--- src/rtl/stream_in_source_pkg.sv ---
`default_nettype none
// ============================================================================
//  Package     : stream_src_pkg
//  Description : Shared types and defaults for the stream_in_source block.
//  Revision    : 1.0 - initial release
// ============================================================================
package stream_src_pkg;

    // Sequencer states of the stream transmitter
    typedef enum logic [1:0] {
        IDLE = 2'd0,
        SEND = 2'd1,
        GAP  = 2'd2
    } src_state_t;

    localparam int DATA_W_DEFAULT = 8;
    localparam int DEPTH_DEFAULT  = 8;
    localparam int GAP_W_DEFAULT  = 4;
    localparam int CNT_W_DEFAULT  = 16;

endpackage : stream_src_pkg
`default_nettype wire

--- src/rtl/stream_in_source_if.sv ---
`default_nettype none
// ============================================================================
//  Interface   : stream_in_source_if
//  Description : Load handshake, stream handshake and control/status signals
//                of stream_in_source. slave = the block, master = its user.
//  Revision    : 1.0 - initial release
// ============================================================================
interface stream_in_source_if
    import stream_src_pkg::*;
#(
    parameter int DATA_W = DATA_W_DEFAULT,
    parameter int DEPTH  = DEPTH_DEFAULT,
    parameter int GAP_W  = GAP_W_DEFAULT,
    parameter int CNT_W  = CNT_W_DEFAULT
) ();

    localparam int ADDR_W = $clog2(DEPTH);

    logic              load_valid;
    logic              load_ready;
    logic [DATA_W-1:0] load_data;
    logic              enable;
    logic [GAP_W-1:0]  gap_cycles;
    logic              stream_in_valid;
    logic              stream_in_ready;
    logic [DATA_W-1:0] stream_in_data;
    logic [ADDR_W:0]   level;
    logic [CNT_W-1:0]  sent_count;

    modport master (
        output load_valid, load_data, enable, gap_cycles, stream_in_ready,
        input  load_ready, stream_in_valid, stream_in_data, level, sent_count
    );

    modport slave (
        input  load_valid, load_data, enable, gap_cycles, stream_in_ready,
        output load_ready, stream_in_valid, stream_in_data, level, sent_count
    );

endinterface : stream_in_source_if
`default_nettype wire

--- src/rtl/stream_in_source_fifo.sv ---
`default_nettype none
// ============================================================================
//  Module      : stream_fifo
//  Description : Register-array FIFO with wrap-bit pointers. Head word is
//                read straight from the array; the consumer registers it.
//  Revision    : 1.0 - initial release
// ============================================================================
module stream_fifo
    import stream_src_pkg::*;
#(
    parameter int DATA_W = DATA_W_DEFAULT,
    parameter int DEPTH  = DEPTH_DEFAULT
) (
    input  wire                        clk,
    input  wire                        rst,
    input  wire                        wr_en_i,
    input  wire  [DATA_W-1:0]          wr_data_i,
    input  wire                        rd_en_i,
    output logic [DATA_W-1:0]          rd_data_o,
    output logic                       full_o,
    output logic                       empty_o,
    output logic [$clog2(DEPTH):0]     level_o
);

    localparam int              ADDR_W    = $clog2(DEPTH);
    localparam logic [ADDR_W:0] c_ptr_one = {{ADDR_W{1'b0}}, 1'b1};

    logic [DATA_W-1:0] mem_q [DEPTH];
    logic [ADDR_W:0]   wr_ptr_q;
    logic [ADDR_W:0]   rd_ptr_q;
    logic              w_wr;
    logic              w_rd;

    // Overflow/underflow requests are ignored rather than corrupting pointers
    assign w_wr = wr_en_i && !full_o;
    assign w_rd = rd_en_i && !empty_o;

    assign empty_o   = (wr_ptr_q == rd_ptr_q);
    assign full_o    = (wr_ptr_q[ADDR_W] != rd_ptr_q[ADDR_W]) &&
                       (wr_ptr_q[ADDR_W-1:0] == rd_ptr_q[ADDR_W-1:0]);
    assign level_o   = wr_ptr_q - rd_ptr_q;
    assign rd_data_o = mem_q[rd_ptr_q[ADDR_W-1:0]];

    // Pointer update; reset discards all queued contents
    always_ff @(posedge clk) begin
        if (rst) begin
            wr_ptr_q <= '0;
            rd_ptr_q <= '0;
        end else begin
            if (w_wr) wr_ptr_q <= wr_ptr_q + c_ptr_one;
            if (w_rd) rd_ptr_q <= rd_ptr_q + c_ptr_one;
        end
    end

    // Storage write; contents need no reset because pointers gate visibility
    always_ff @(posedge clk) begin
        if (w_wr) mem_q[wr_ptr_q[ADDR_W-1:0]] <= wr_data_i;
    end

endmodule : stream_fifo
`default_nettype wire

--- src/rtl/stream_in_source.sv ---
`default_nettype none
// ============================================================================
//  Module      : stream_in_source
//  Description : Replays bytes loaded into a FIFO onto a valid/ready stream,
//                honouring backpressure and a programmable inter-word gap.
//  Revision    : 1.0 - initial release
// ============================================================================
module stream_in_source
    import stream_src_pkg::*;
#(
    parameter int DATA_W = DATA_W_DEFAULT,
    parameter int DEPTH  = DEPTH_DEFAULT,
    parameter int GAP_W  = GAP_W_DEFAULT,
    parameter int CNT_W  = CNT_W_DEFAULT
) (
    input  wire               clk,
    input  wire               rst,
    stream_in_source_if.slave bus
);

    localparam int              ADDR_W    = $clog2(DEPTH);
    localparam logic [CNT_W-1:0] c_cnt_one = {{(CNT_W-1){1'b0}}, 1'b1};
    localparam logic [GAP_W-1:0] c_gap_one = {{(GAP_W-1){1'b0}}, 1'b1};

    src_state_t        state_q, state_d;
    logic [DATA_W-1:0] data_q,  data_d;
    logic [CNT_W-1:0]  sent_q,  sent_d;
    logic [GAP_W-1:0]  gap_q,   gap_d;

    logic              w_fetch;
    logic              w_can_fetch;
    logic              w_full;
    logic              w_empty;
    logic [DATA_W-1:0] w_head;
    logic [ADDR_W:0]   w_level;

    stream_fifo #(
        .DATA_W (DATA_W),
        .DEPTH  (DEPTH)
    ) u_fifo (
        .clk       (clk),
        .rst       (rst),
        .wr_en_i   (bus.load_valid && bus.load_ready),
        .wr_data_i (bus.load_data),
        .rd_en_i   (w_fetch),
        .rd_data_o (w_head),
        .full_o    (w_full),
        .empty_o   (w_empty),
        .level_o   (w_level)
    );

    // Ready follows the registered full flag only, so a same-cycle pop never
    // opens a slot early
    assign bus.load_ready      = !rst && !w_full;
    assign bus.stream_in_valid = (state_q == SEND);
    assign bus.stream_in_data  = data_q;
    assign bus.level           = w_level;
    assign bus.sent_count      = sent_q;

    assign w_can_fetch = !w_empty && bus.enable;

    // Sequencer state, output word, gap counter and handshake counter
    always_ff @(posedge clk) begin
        if (rst) begin
            state_q <= IDLE;
            data_q  <= '0;
            sent_q  <= '0;
            gap_q   <= '0;
        end else begin
            state_q <= state_d;
            data_q  <= data_d;
            sent_q  <= sent_d;
            gap_q   <= gap_d;
        end
    end

    // Next-state: launch words, hold under backpressure, time the idle gap
    always_comb begin
        state_d = state_q;
        data_d  = data_q;
        sent_d  = sent_q;
        gap_d   = gap_q;
        w_fetch = 1'b0;
        case (state_q)
            IDLE: begin
                if (w_can_fetch) begin
                    w_fetch = 1'b1;
                    state_d = SEND;
                end
            end
            SEND: begin
                if (bus.stream_in_ready) begin
                    sent_d = sent_q + c_cnt_one;
                    gap_d  = bus.gap_cycles;
                    if (bus.gap_cycles != '0) begin
                        state_d = GAP;
                    end else if (w_can_fetch) begin
                        w_fetch = 1'b1;
                        state_d = SEND;
                    end else begin
                        state_d = IDLE;
                    end
                end
            end
            GAP: begin
                gap_d = gap_q - c_gap_one;
                // Last gap cycle: the next word appears right after this edge
                if (gap_q <= c_gap_one) begin
                    if (w_can_fetch) begin
                        w_fetch = 1'b1;
                        state_d = SEND;
                    end else begin
                        state_d = IDLE;
                    end
                end
            end
            default: state_d = IDLE;
        endcase
        if (w_fetch) data_d = w_head;
    end

endmodule : stream_in_source
`default_nettype wire
--- src/flat_wrapper.sv ---
// flat-port wrapper written by rule: the top's interface ports become plain ports
module stream_in_source_flat import stream_src_pkg::*;
#(
    parameter int DATA_W = DATA_W_DEFAULT,
    parameter int DEPTH  = DEPTH_DEFAULT,
    parameter int GAP_W  = GAP_W_DEFAULT,
    parameter int CNT_W  = CNT_W_DEFAULT
)
  (clk, rst, bus_load_valid, bus_load_data, bus_enable, bus_gap_cycles, bus_stream_in_ready, bus_load_ready, bus_stream_in_valid, bus_stream_in_data, bus_level, bus_sent_count);
  stream_in_source_if #(.DATA_W(DATA_W), .DEPTH(DEPTH), .GAP_W(GAP_W), .CNT_W(CNT_W)) bus_i ();
  input  wire clk;
  input  wire rst;
  input wire logic [$bits(bus_i.load_valid)-1:0] bus_load_valid;
  input wire logic [$bits(bus_i.load_data)-1:0] bus_load_data;
  input wire logic [$bits(bus_i.enable)-1:0] bus_enable;
  input wire logic [$bits(bus_i.gap_cycles)-1:0] bus_gap_cycles;
  input wire logic [$bits(bus_i.stream_in_ready)-1:0] bus_stream_in_ready;
  output wire logic [$bits(bus_i.load_ready)-1:0] bus_load_ready;
  output wire logic [$bits(bus_i.stream_in_valid)-1:0] bus_stream_in_valid;
  output wire logic [$bits(bus_i.stream_in_data)-1:0] bus_stream_in_data;
  output wire logic [$bits(bus_i.level)-1:0] bus_level;
  output wire logic [$bits(bus_i.sent_count)-1:0] bus_sent_count;
  assign bus_i.load_valid = bus_load_valid;
  assign bus_i.load_data = bus_load_data;
  assign bus_i.enable = bus_enable;
  assign bus_i.gap_cycles = bus_gap_cycles;
  assign bus_i.stream_in_ready = bus_stream_in_ready;
  assign bus_load_ready = bus_i.load_ready;
  assign bus_stream_in_valid = bus_i.stream_in_valid;
  assign bus_stream_in_data = bus_i.stream_in_data;
  assign bus_level = bus_i.level;
  assign bus_sent_count = bus_i.sent_count;
  stream_in_source #(.DATA_W(DATA_W), .DEPTH(DEPTH), .GAP_W(GAP_W), .CNT_W(CNT_W)) u_core (.clk(clk), .rst(rst), .bus(bus_i));
endmodule
--- config.mk ---
export PLATFORM = sky130hd
export DESIGN_NAME = stream_in_source_flat
export DESIGN_NICKNAME = d
export VERILOG_FILES = /design/src/rtl/stream_in_source_pkg.sv /design/src/rtl/stream_in_source_if.sv /design/src/rtl/stream_in_source_fifo.sv /design/src/rtl/stream_in_source.sv /design/src/flat_wrapper.sv
export SDC_FILE = /design/constraint.sdc
export NUM_CORES = 1
export LEC_CHECK = 0
export CORE_UTILIZATION = 29
export CTS_CLUSTER_DIAMETER = 60
export DETAILED_ROUTE_END_ITERATION = 6
export PLACE_DENSITY = 0.48
export SLEW_MARGIN = 20
export SYNTH_ARGS = -nofsm -noshare
export SYNTH_HDL_FRONTEND = slang
export SYNTH_SLANG_ARGS = --single-unit
--- constraint.sdc ---
create_clock -name clk -period 3.65 [get_ports clk]
set_input_delay 0.73 -clock clk [delete_from_list [all_inputs] [get_ports clk]]
set_output_delay 0.73 -clock clk [all_outputs]
set_load 0.02 [all_outputs]
---- Yosys cells after proc, flatten, opt, wreduce, memory -nomap -nowiden ----
Memories as Yosys holds them, arrays and structs flattened. A register that Yosys moved wholly into a read port is not among the register bits.
Cells that the tools add are included.
storage, ports and cells
  input bits .............................. 17
  logic and storage cells ................. 50
  RAM bits ................................ 64
  memories ................................ 1
  register bits after elaboration ......... 30
  output and inout port bits .............. 30
operators by class
  $add $sub $neg .......................... 5
  reduce and logical (&&, ||, !) cells .... 15
  $lt $le $gt $ge ......................... 1
  multiplexer cells ....................... 15
  equal/unequal tests ..................... 8
memory list
  name                 depth  width  rd ports  clocked after memory_dff  write ports  RTL line                     source
  u_core.u_fifo.mem_q  8      8      1         1                         1            stream_in_source_fifo.sv:28  logic [DATA_W-1:0] mem_q [DEPTH];
operators with widths
  cell                                                                      count
  16-bit by 1-bit adder with 16-bit output (second input constant)          1
  4-bit by 1-bit adder with 4-bit output (second input constant)            2
  2-bit two-way mux                                                         4
  4-bit one-hot mux with 2 select lines                                     1
  1-bit two-way mux                                                         7
  1-bit logical AND                                                         6
  2-bit one-hot mux with 3 select lines                                     1
  4-bit == test                                                             1
  4-bit by 1-bit <= comparator with 1-bit output (second input constant)    1
  4-bit two-way mux                                                         1
  2-bit by 1-bit inequality test with 1-bit output (second input constant)  2
  2-bit AND reduction                                                       2
  4-bit nonzero test                                                        1
  4-bit by 1-bit subtractor with 4-bit output (second input constant)       1
  4-bit subtractor                                                          1
  3-bit == test                                                             1
  1-bit zero test                                                           3
  1-bit one-hot mux with 3 select lines                                     1
  3-bit AND reduction                                                       1
  2-bit by 1-bit == test with 1-bit output (second input constant)          1
  2-bit == test (second input constant)                                     1
  2-bit zero test                                                           1
  2-bit inequality test (second input constant)                             1
  2-bit nonzero test                                                        1
  1-bit inequality test                                                     1

---- Depth between registers and ports, before layout ----
  depth in word-level cells ............... 8
  gate-level depth with buffers ........... 9
  mapped depth without buffers ............ 6

---- By module ----
Synthesis repeated with hierarchy kept, for this count alone.
second synthesis, totals
  cell total of the unflattened synthesis .. 339
  area, all modules ....................... 4,575.6 µm²
modules (own cells, without submodules)
  module            area each (µm²)  cells each  sequential area each (µm²)  instances
  stream_fifo       3,090.5          166         2,142.1                     1
  stream_in_source  1,485.2          173         600.6                       1

---- Worst setup path before layout ----
Ideal clock, no wire load.
  kind .................................... reg2reg
  start point ............................. register u_core.u_fifo.rd_ptr_q[2]
  end point ............................... memory u_core.u_fifo.mem_q[0][0] (netlist name) (enable)
  setup slack ............................. 370 ps
  period minus slack after synthesis ...... 3,280 ps
  cell stages (with the launch flop) ...... 9
  setup time .............................. 395 ps
  data required time ...................... 3,255 ps
  path buffers ............................ 2
  arrival time ............................ 2,886 ps
  path through ............................ dfxtp_1 -> clkbuf_1 -> buf_2 -> inv_1 -> ha_1 -> and3_1 -> a21oi_1 -> nand2_1 -> nor4_1
on the way
  longest elaborated chain between the ends .. 8
RTL lines
  what                                     RTL line                     source
  from (decl)                              stream_in_source_fifo.sv:30  logic [ADDR_W:0] rd_ptr_q;
  from (signal assigned)                   stream_in_source_fifo.sv:51  if (w_rd) rd_ptr_q <= rd_ptr_q + c_ptr_one;
  3-bit == test                            stream_in_source_fifo.sv:40  (wr_ptr_q[ADDR_W-1:0] == rd_ptr_q[ADDR_W-1:0]);
  1-bit logical AND                        stream_in_source_fifo.sv:39  assign full_o = (wr_ptr_q[ADDR_W] != rd_ptr_q[ADDR_W]) &&
  1-bit zero test                          stream_in_source.sv:54       assign bus.load_ready = !rst && !w_full;
  1-bit logical AND                        stream_in_source.sv:54
  named net bus_load_ready                 flat_wrapper.sv:18           output wire logic [$bits(bus_i.load_ready)-1:0] bus_load_ready;
  1-bit logical AND                        stream_in_source.sv:43       .wr_en_i (bus.load_valid && bus.load_ready),
  1-bit logical AND                        stream_in_source_fifo.sv:35  assign w_wr = wr_en_i && !full_o;
  1-bit two-way mux                        stream_in_source_fifo.sv:57  if (w_wr) mem_q[wr_ptr_q[ADDR_W-1:0]] <= wr_data_i;
  1-bit two-way mux (not written as such)  stream_in_source_fifo.sv:57
  to (decl)                                stream_in_source_fifo.sv:28
The timed path passes the listed nets, and every way through them passes these cells.

---- Worst setup path in the final report ----
  start point ............................. register u_core.u_fifo.rd_ptr_q[0]
  end point ............................... output bus_level[3]
on the way
  longest elaborated chain between the ends .. 1
RTL lines
  what              RTL line                     source
  4-bit subtractor  stream_in_source_fifo.sv:41  assign level_o = wr_ptr_q - rd_ptr_q;
  to (decl)         flat_wrapper.sv:21           output wire logic [$bits(bus_i.level)-1:0] bus_level;
No other way between the ends.

==> run summary <==
status = finished, final reports clean
hold crit path type = reg -> reg
Final Cell Area = 5450 sq um
RSZ-0062 raised after global routing = no
Via Count = 2,795
CP Capture Point = bus_level[3]
synth unique cells = 48
Remaining Overflow, GRT = 0
CTS Buf Count = 9
power density cells = 484 nW/um^2
Core Footprint = 14,800 sq um
Clk pin slew, worst setup/hold paths = 0.07 ns
MaxCap Viol Count = 0
largest net degree at the start of global routing = 33
Clock power frac = 36.7%
Core Rows = 44
worst r2r src = u_core.u_fifo.rd_ptr_q[0]
crit path DAT = 2.49 ns
reg2reg end = u_core.u_fifo.mem_q[7][2]
CP max FO = 13
CP Launch Type = flip-flop
post-cts sizing count = 0
# DRC = 0
Die Span X = 126 um
Hold Buf Count CTS = 0
reg2reg path depth = 4
worst setup path startpoint = u_core.u_fifo.rd_ptr_q[0]
Max IR drop VDD = 308 uV
Overall Power = 2.64 mW
achievable clock frequency = 0.310 GHz
Flop pwr share = 49.3%
vias in the first global route = 2,823
min cycle time layout = 3.22 ns
Clock Latency Late Sink = 0.35 ns
area delta synth->final = 22.5%
sequential area share after synthesis = 60.2%
Placement Cell Area = 5160 sq um
kind of end point of the critical path = output pin
Cells after Synth = 339
Port Buf Inserts = 46
Hold Vio Cnt, Final = 0
Post-Place Cells = 565
H-tree depth = 3
most frequent cells in the layout = 64 x edfxtp_1, 46 x clkdlybuf4s50_1, 38 x dfxtp_1
Worst Clk Skew = 0.00402 ns
Place WS = 0.697 ns
reported leakage power = 1.89 nW
Post-DRT Antenna Nets = 0
CTS tree = done
multi-input logic area = 1640 sq um
net count after synthesis = 365
nets@finish = 418
Pre-antenna DRT Iters = 4
Diodes inserted = 0
Slew Viols, Final = 0
R2R Setup Slk = 1.24 ns
FILL cells = 1,468
first-pass GRT wire length = 15,100 um
GP Congestion = 0.775
Post-CTS Setup Bufs = 0
syn_area_per_cell = 13.1 sq um
Tot GR Track Use = 12.5%
I/O Pins = 47
Comb pwr share = 14.0%
Util after Layout = 37.0%
ratio of cells with drive above 1 in the final layout = 13.9%
post-synthesis register bit count = 102
worst slew pin tran = 0.599 ns
initial antenna violation count = 0
die area = 15,900 sq um
headroom to the max-slew limit = 60.0%
clock sink count = 102
Setup TNS = 0 ns
DP HPWL = 6100 um
Async SR Flop Fraction = 0%
worst path required time = 2.92 ns
Routed wire per std cell = 15.9 um
Final WS setup = 0.427 ns
Synth Cell Area = 4450 sq um
Final Cycle Share = 88.3%
crit path kind = reg -> out
FF/Latch Area = 2680 sq um
Post-Route WL = 9240 um
Vias/cell = 4.81
Pint = 1.98 mW
initial drt markers = 143
Post-synth EDFFs = 64
clock buffer depth = 2
CTS root buffer = clkbuf_16
P_sw = 0.658 mW
most common cell after layout, fill and taps aside = edfxtp_1
Syn. warnings = 0
die span in y = 126 um
sw frac = 24.9%
Finish-stage setup viols = 0
ys flop type = edfxtp_1
Post-Layout Cell Count = 581
worst hold margin = 0.458 ns
Initial Utilization = 30.2%
-- logic make-up after synthesis --
group | count (synthesis) | synth area share (%)
buffers and inverters | 31 | 3.01
AND/OR/NAND/NOR | 100 | 11.1
AO/OA/AOI/OAI | 44 | 6.66
flip-flops | 102 | 60.2
adder cells (fa/ha/maj) | 9 | 2.70
XOR/XNOR | 15 | 2.95
multiplexers | 38 | 13.3
-- power by group through the flow --
stage	registers (mW)	clock network [mW]	logic [mW]
after floorplan	1.32	0	0.241
after global placement	1.33	0	0.373
after detailed placement	1.33	0	0.375
after CTS	1.30	1.01	0.377
after global routing	1.31	1.05	0.406
final	1.30	0.969	0.368
-- worst max-delay path, cell delays in order, from the launching register on --
cell and delay, ns:
dfxtp_1 0.70, ha_1 0.30, inv_1 0.05, a21o_1 0.17, a21oi_1 0.17, xnor2_1 0.13
clkdlybuf4s50_1 0.62
-- sequential cells by signal (all words and copies together) (netlist names) --
signal,flops
u_core.bus.sent_count,16
u_core.bus.stream_in_data,8
u_core.gap_q,4
u_core.state_q,2
u_core.u_fifo.mem_q,64
u_core.u_fifo.rd_ptr_q,4
u_core.u_fifo.wr_ptr_q,4
-- per-layer routing --
metal	wire length, um	GRT usage, %
met4	97	4.04
met1	4270	15.6
met3	374	3.91
met2	4490	20.7
met5	0	0
-- synth_stat cells, types with 4 or more instances --
library cell / number / area (sq um)
a211oi_1: 8 / 60.1
a21oi_1: 14 / 70.1
and3_1: 7 / 43.8
clkbuf_1: 9 / 33.8
dfxtp_1: 38 / 761
edfxtp_1: 64 / 1920
ha_1: 8 / 100
inv_1: 15 / 56.3
mux2_2: 8 / 90.1
mux2i_1: 11 / 110
mux4_2: 16 / 360
nand2_1: 35 / 131
nand3_1: 4 / 20.0
nand4_1: 6 / 37.5
nor2_1: 21 / 78.8
nor3_1: 6 / 30.0
o21ai_0: 5 / 25.0
o31ai_1: 5 / 37.5
or4_1: 4 / 30.0
xnor2_1: 6 / 52.6
xor2_1: 9 / 78.8
-- layout make-up --
| type | count | share of cell area [%] |
|---|---|---|
| Clock buffer | 10 | 4.20 |
| Clock inverter | 6 | 1.26 |
| Inverter | 15 | 1.03 |
| Multi-Input combinational cell | 206 | 30.0 |
| Sequential cell | 102 | 49.2 |
| Tap cell | 184 | 4.22 |
| Timing Repair Buffer | 58 | 10.1 |
-- worst min path at each step --
stage                                       startpoint                            to  slack (ns)  cells past startpoint
final                     u_core.bus.stream_in_data[6]  u_core.bus.stream_in_data[6]        0.46                      2
after CTS                 u_core.bus.stream_in_data[6]  u_core.bus.stream_in_data[6]        0.47                      2
after global placement    u_core.bus.stream_in_data[6]  u_core.bus.stream_in_data[6]        0.45                      2
after detailed placement  u_core.bus.stream_in_data[6]  u_core.bus.stream_in_data[6]        0.46                      2
after global routing      u_core.bus.stream_in_data[0]  u_core.bus.stream_in_data[0]        0.49                      2
after floorplan           u_core.bus.stream_in_data[0]  u_core.bus.stream_in_data[0]        0.54                      2
(Power assumes the default switching activity.)
